===== config.mk =====
export PLATFORM = sky130hd
export DESIGN_NAME = crop_word_packer
export DESIGN_NICKNAME = d
export VERILOG_FILES = /design/src/rtl/crop_word_packer.sv
export SDC_FILE = /design/constraint.sdc
export NUM_CORES = 1
export LEC_CHECK = 0
export BUFFER_PORTS_ARGS = -buffer_cell sky130_fd_sc_hd__buf_2
export CAP_MARGIN = 20
export CORE_MARGIN = 2
export CORE_UTILIZATION = 57
export DETAILED_ROUTE_END_ITERATION = 10
export MAX_ROUTING_LAYER = met4
export PLACE_DENSITY = 0.81
export SLEW_MARGIN = 20
export SYNTH_ARGS = -nofsm -noshare
export SYNTH_HDL_FRONTEND = slang
export SYNTH_SLANG_ARGS = --single-unit

===== constraint.sdc =====
create_clock -name clk -period 2.3 [get_ports clk]
set_input_delay 0.575 -clock clk [delete_from_list [all_inputs] [get_ports clk]]
set_output_delay 0.575 -clock clk [all_outputs]
set_load 0.05 [all_outputs]

===== src/rtl/crop_word_packer.sv =====
// Packs a crop's normalised pixel stream into wide words.
// The last word of each crop carries tlast; completed crops are counted.
module crop_word_packer #(
    parameter int PIXEL_BIT_WIDTH = 10,
    parameter int OUT_ROWS        = 20,
    parameter int OUT_COLS        = 20,
    parameter int PIXELS_PER_WORD = 4
) (
    input  logic                                       clk,
    input  logic                                       reset,
    input  logic                                       flush,
    input  logic                                       s_axis_tvalid,
    output logic                                       s_axis_tready,
    input  logic [PIXEL_BIT_WIDTH-1:0]                 s_axis_tdata,
    output logic                                       m_axis_tvalid,
    input  logic                                       m_axis_tready,
    output logic [PIXELS_PER_WORD*PIXEL_BIT_WIDTH-1:0] m_axis_tdata,
    output logic                                       m_axis_tlast,
    output logic                                       frame_done,
    output logic [15:0]                                frame_cnt
);

    localparam int WORD_W = PIXELS_PER_WORD * PIXEL_BIT_WIDTH;
    localparam int N_PIX  = OUT_ROWS * OUT_COLS;
    localparam int LANE_W = $clog2(PIXELS_PER_WORD);
    localparam int PIX_W  = (N_PIX > 1) ? $clog2(N_PIX) : 1;

    logic [LANE_W-1:0] lane_q;
    logic [PIX_W-1:0]  pix_q;
    logic [WORD_W-1:0] pack_q;
    logic [WORD_W-1:0] word_d;
    logic              last_pix;
    logic              closing;
    logic              accept;
    logic              m_hs;

    assign last_pix = (pix_q == PIX_W'(N_PIX - 1));
    assign closing  = (lane_q == LANE_W'(PIXELS_PER_WORD - 1)) || last_pix;
    // A closing pixel is only taken when its word can enter the output register.
    assign s_axis_tready = reset && !flush &&
                           (!closing || !m_axis_tvalid || m_axis_tready);
    assign accept = s_axis_tvalid && s_axis_tready;
    assign m_hs   = m_axis_tvalid && m_axis_tready;

    // Merge the incoming pixel into its lane of the partially built word.
    always_comb begin
        word_d = pack_q;
        for (int k = 0; k < PIXELS_PER_WORD; k++) begin
            if (lane_q == LANE_W'(k)) begin
                word_d[k*PIXEL_BIT_WIDTH +: PIXEL_BIT_WIDTH] = s_axis_tdata;
            end
        end
    end

    // Lane / pixel counters and pack register.
    always_ff @(posedge clk or negedge reset) begin
        if (!reset) begin
            lane_q <= '0;
            pix_q  <= '0;
            pack_q <= '0;
        end else if (flush) begin
            lane_q <= '0;
            pix_q  <= '0;
            pack_q <= '0;
        end else if (accept) begin
            if (closing) begin
                lane_q <= '0;
                pack_q <= '0;
            end else begin
                lane_q <= lane_q + 1'b1;
                pack_q <= word_d;
            end
            pix_q <= last_pix ? '0 : pix_q + 1'b1;
        end
    end

    // Output register: load on a closing pixel, drop on drain or flush.
    always_ff @(posedge clk or negedge reset) begin
        if (!reset) begin
            m_axis_tvalid <= 1'b0;
            m_axis_tdata  <= '0;
            m_axis_tlast  <= 1'b0;
        end else if (flush) begin
            m_axis_tvalid <= 1'b0;
        end else if (accept && closing) begin
            m_axis_tvalid <= 1'b1;
            m_axis_tdata  <= word_d;
            m_axis_tlast  <= last_pix;
        end else if (m_hs) begin
            m_axis_tvalid <= 1'b0;
        end
    end

    // Completed-crop pulse and counter, one cycle after the tlast handshake.
    always_ff @(posedge clk or negedge reset) begin
        if (!reset) begin
            frame_done <= 1'b0;
            frame_cnt  <= '0;
        end else begin
            frame_done <= m_hs && m_axis_tlast;
            if (m_hs && m_axis_tlast) begin
                frame_cnt <= frame_cnt + 16'd1;
            end
        end
    end

endmodule


After elaboration in Yosys (flattened, before gate mapping):

Index checks and enable logic that the tools add are counted.
W data, S select, Z words.

* flip-flop bits (word level): 110
* bits in latches: 0
* bits in writable memories: 0
* bits in read-only memories: 0
* input bits: 15
* output and inout bits: 60
* word-level logic and storage cells: 48
* memories: 0

* add/subtract/negate cells: 3
* multiply operators: 0
* divide/modulo/power cells: 0
* order comparisons: 0
* equality and inequality tests: 4
* shift-type cells: 0
* mux-type cells: 16
* bitwise logic cells: 1
* reduce and logical (&&, ||, !) cells: 16

Operators by type and width (count)
* $mux W40: 3
* $mux W10: 4
* $mux W9: 3
* $add A16 B1 Y16 const B: 1
* $add A9 B1 Y9 const B: 1
* $eq A9 B9 Y1 const B: 1
* $logic_and A1 B1 Y1: 6
* $mux W2: 3
* $eq A2 B2 Y1 const B: 2
* $logic_not A1 Y1: 3
* $logic_or A1 B1 Y1: 3
* $mux W1: 3
* $reduce_bool A3 Y1: 1
* $add A2 B1 Y2 const B: 1
* $eq A2 B1 Y1 const B: 1
* $logic_not A2 Y1: 1
* $reduce_and A2 Y1: 1
* $reduce_bool A2 Y1: 1
* $not A1 Y1: 1

Logic depth before layout (Yosys ltp):

* depth after elaboration: 10
* gate-level depth with buffers: 7
* gate-level depth less buffers: 5

Least setup slack after synthesis:

OpenSTA, ideal clock, no wires.

* path type: register -> output
* start point: reg pix_q[0]
* end point: out s_axis_tready
* arrival: 1.610 ns
* required time: 1.725 ns
* slack: 0.115 ns
* stages on the path, launching flop included: 6
* path buffers: 1
* cells stage by stage: dfrtp_1 ha_1 and4b_1 buf_2 a21oi_4 o211a_1

* cells in the longest elaborated chain, start to end: 6

Ends and longest elaborated chain
* from (decl): line 29 `logic [PIX_W-1:0] pix_q;`
* from (signal assigned): line 73 `pix_q <= last_pix ? '0 : pix_q + 1'b1;`
* $eq A9 B9 Y1: line 37 `assign last_pix = (pix_q == PIX_W'(N_PIX - 1));`
* $logic_or A1 B1 Y1: line 38 `assign closing = (lane_q == LANE_W'(PIXELS_PER_WORD - 1)) || last_pix;`
* $logic_not A1 Y1: line 41 `(!closing || !m_axis_tvalid || m_axis_tready);`
* $logic_or A1 B1 Y1 (2 in series): line 41
* $logic_and A1 B1 Y1: line 40 `assign s_axis_tready = reset && !flush &&`
* to (decl): line 13 `output logic s_axis_tready,`

Every way passes these cells.

Final worst setup path:

Same ends and word-level chain as after synthesis.

==> out/metrics.cfg <==
[outcome]
status = complete, no violations

[yosys]
synth_nets = 392
avgSynthCellArea_um2 = 13.48
syn_area_mm2 = 0.005001
synthCells = 371
synth_top_area_share_pct = 55.04
synthTopCellsByCount = dfrtp_1 (110), mux2_2 (76), a32o_1 (33), and2_1 (12)
synth-edff-count = 0
synth_seq_cells = 110
synth_top_area_cell = dfrtp_1
ys_seq_area_share_pct = 55.04
synth_most_common_cell = dfrtp_1
synth_cell_types = 51
synth_flop_cell = dfrtp_1
ys.warnings.count = 0
async_flop_share_pct = 100.0
yosys-top-cells-area = dfrtp_1 (55%), mux2_2 (17%), a32o_1 (6.6%)

[worst_setup_path]
cp_slowest_cell = dfrtp_1
worst_ep_arrival_time_ns = 1.69
r2r_setup_slack_ns = 0.17
r2r_cells = 6
critical_path_required_ns = 1.73
crit_type = flip-flop to output pin
start_kind = flip-flop
path_cells = ha_2 > and4b_2 > a21oi_4 > o211a_1 > buf_6
worst_setup_path_end_kind = output pin
worstPathMaxFanout = 4
slowest_delay_ns = 0.40

[layout]
regArea_mm2 = 0.002753
areaGrowthSynthToFinish_pct = 15.11
fillers = 629
nets = 477
stdcell_count = 567
drive_above_1_share_pct = 41.83
diodes = 0
multi_input_area_mm2 = 0.002107

[floorplan]
initial_core_util_pct = 58.20
ios = 75
die_y_um = 97.67
dieArea_mm2 = 0.009539
core.rowCount = 34
core_mm2 = 0.008593
fp.dieW_um = 97.67

[clocking]
cts_tree = yes
numClockSinks = 110
clk-insertion-delay-late_ns = 0.37
htreeDepth = 3
cts-buffers-inserted = 9
clockRootBuffer = clkbuf_8
ctsHoldBuffers = 0
cts_buffer_depth = 2
clk_pin_slew_ns = 0.10

[global_routing]
grt_pass1_vias = 3526
grt_max_degree = 56
grt_overflow = 0
antenna_found_initial = 0
met1_usage_pct = 32.03
grt_pass1_wl_mm = 17.88
globalRouteTotalUtil_pct = 24.27
grtUsageMet3_pct = 5.755
grtUsageMet2_pct = 37.03
grt_busiest_layer = met2

[placed_design]
portBuffers = 74
dp_hpwl_mm = 7.269
place.gp.congestion = 0.8884
dp.cells = 548

[pwr]
vdd_ir_drop_max_uv = 354.7
power_density_mw_per_mm2 = 580.9
total_leakage_power_nw = 2.955

[drt]
drtIter0Drc = 209
firstDrtPassIters = 5
route.vias.total = 3497
antenna_left = 0
wl_per_cell_um = 19.20
drc = 0
via_per_inst = 6.168
routed_wl_mm = 10.89

[timing]
timing.fmax_ghz = 0.4419
slew_headroom_pct = 46.96
slew_viol_final = 0
finalSetupViolCount = 0
rsz0062_at_grt = true
fin_setup_tns_ns = 0
worst_pin_slew_ns = 0.7956
finClkSkew_ns = 0.01354
period_minus_slack_ns = 2.263
post-route-period-util_pct = 98.39
hold_viol_final = 0

[hold_path]
hold_path_class = input pin to asynchronous set/reset pin

[flow_run]
drv_cap = 0

[critical path, delay by kind of cell, from the launching register on]
family / cells / cell delay [ns]
flops: 1 / 0.40
compound gates: 2 / 0.32
simple gates: 1 / 0.24
fa+ha+maj: 1 / 0.21
buf+inv: 1 / 0.16
[metal layers]
layer | routed length (µm) | part of all wire [%]
met4 | 231 | 2.1
met3 | 616 | 5.7
met1 | 4721 | 43
met2 | 5316 | 49
met5 | 0 | 0
[metrics by stage]
stage	worst slack, ns	instance area (µm²)	hold WS, ns	total power [W]	util, %
final	0.03696	5757	0.1873	0.003344	66.99
after global routing	-0.01073	5757	0.1890	0.003471	66.99
after CTS	0.006359	5738	0.1839	0.003366	66.77
after detailed placement	0.09842	5523	0.4594	0.002237	64.27
after global placement	0.1758	5523	0.4515	0.002231	64.27
after floorplan	0.1147	5001	0.2794	0.002120	-
[flip-flops by register name, indices dropped and copies added, names as in the netlist]
| signal | count |
|---|---|
| m_axis_tvalid | 1 |
| m_axis_tlast | 1 |
| frame_done | 1 |
| m_axis_tdata | 40 |
| lane_q | 2 |
| pix_q | 9 |
| frame_cnt | 16 |
| pack_q | 40 |
[layout make-up]
type | instances | share of cell area [%]
clock buffers | 10 | 2.217
flip-flops and latches | 110 | 47.82
inverters | 10 | 0.6520
repair buffers | 94 | 9.411
well taps | 108 | 2.347
clock inverters | 4 | 0.9563
multi-input cells | 231 | 36.60
[final timing paths]
check,start,end
min in group clk,flush,lane_q[1]
hold / removal,reset,frame_cnt[6]
max in group asynchronous,reset,m_axis_tdata[10]
setup / recovery,pix_q[0],s_axis_tready
hold reg to reg,frame_cnt[15],frame_cnt[15]
setup reg to reg,pix_q[1],pack_q[12]
[placed cells by master, fill, tap and decap left out, types with 4 or more instances in the layout]
master,count
xnor2_1,7
inv_1,10
nand2_1,11
nor3_1,5
and2_1,12
mux2_2,76
buf_4,20
xor2_1,8
buf_2,72
a32o_1,33
nand3_1,10
mux2_1,5
nor2_1,5
clkbuf_8,9
dfrtp_1,110
and3_1,4
ha_1,5
[kinds of logic after synthesis]
| logic type | Yosys count | share of synthesized area, % |
|---|---|---|
| DFF | 110 | 55.04 |
| muxes | 81 | 18.24 |
| and+or+nand+nor | 67 | 8.281 |
| AOI/OAI and AO/OA | 62 | 11.33 |
| buffers and inverters | 30 | 2.977 |
| xor gates and xnor gates | 15 | 2.627 |
| adders and majority gates | 6 | 1.501 |
[report_power, final]
group          switching (W)  internal (W)  leakage, nW
Sequential         0.0000116       0.00195         1.51
Clock               0.000636      0.000501       0.0892
Combinational       0.000163     0.0000823         1.36
Total               0.000810       0.00253         2.96
[what timing repair did]
action / in CTS / in global routing
buffers inserted: 3 / 2
gates cloned: 0 / 0
endpoints found under the setup margin: 1 / 1
pin swaps: 0 / 1
gates resized for setup: 4 / 1
Power figures use the tool's default switching activity.
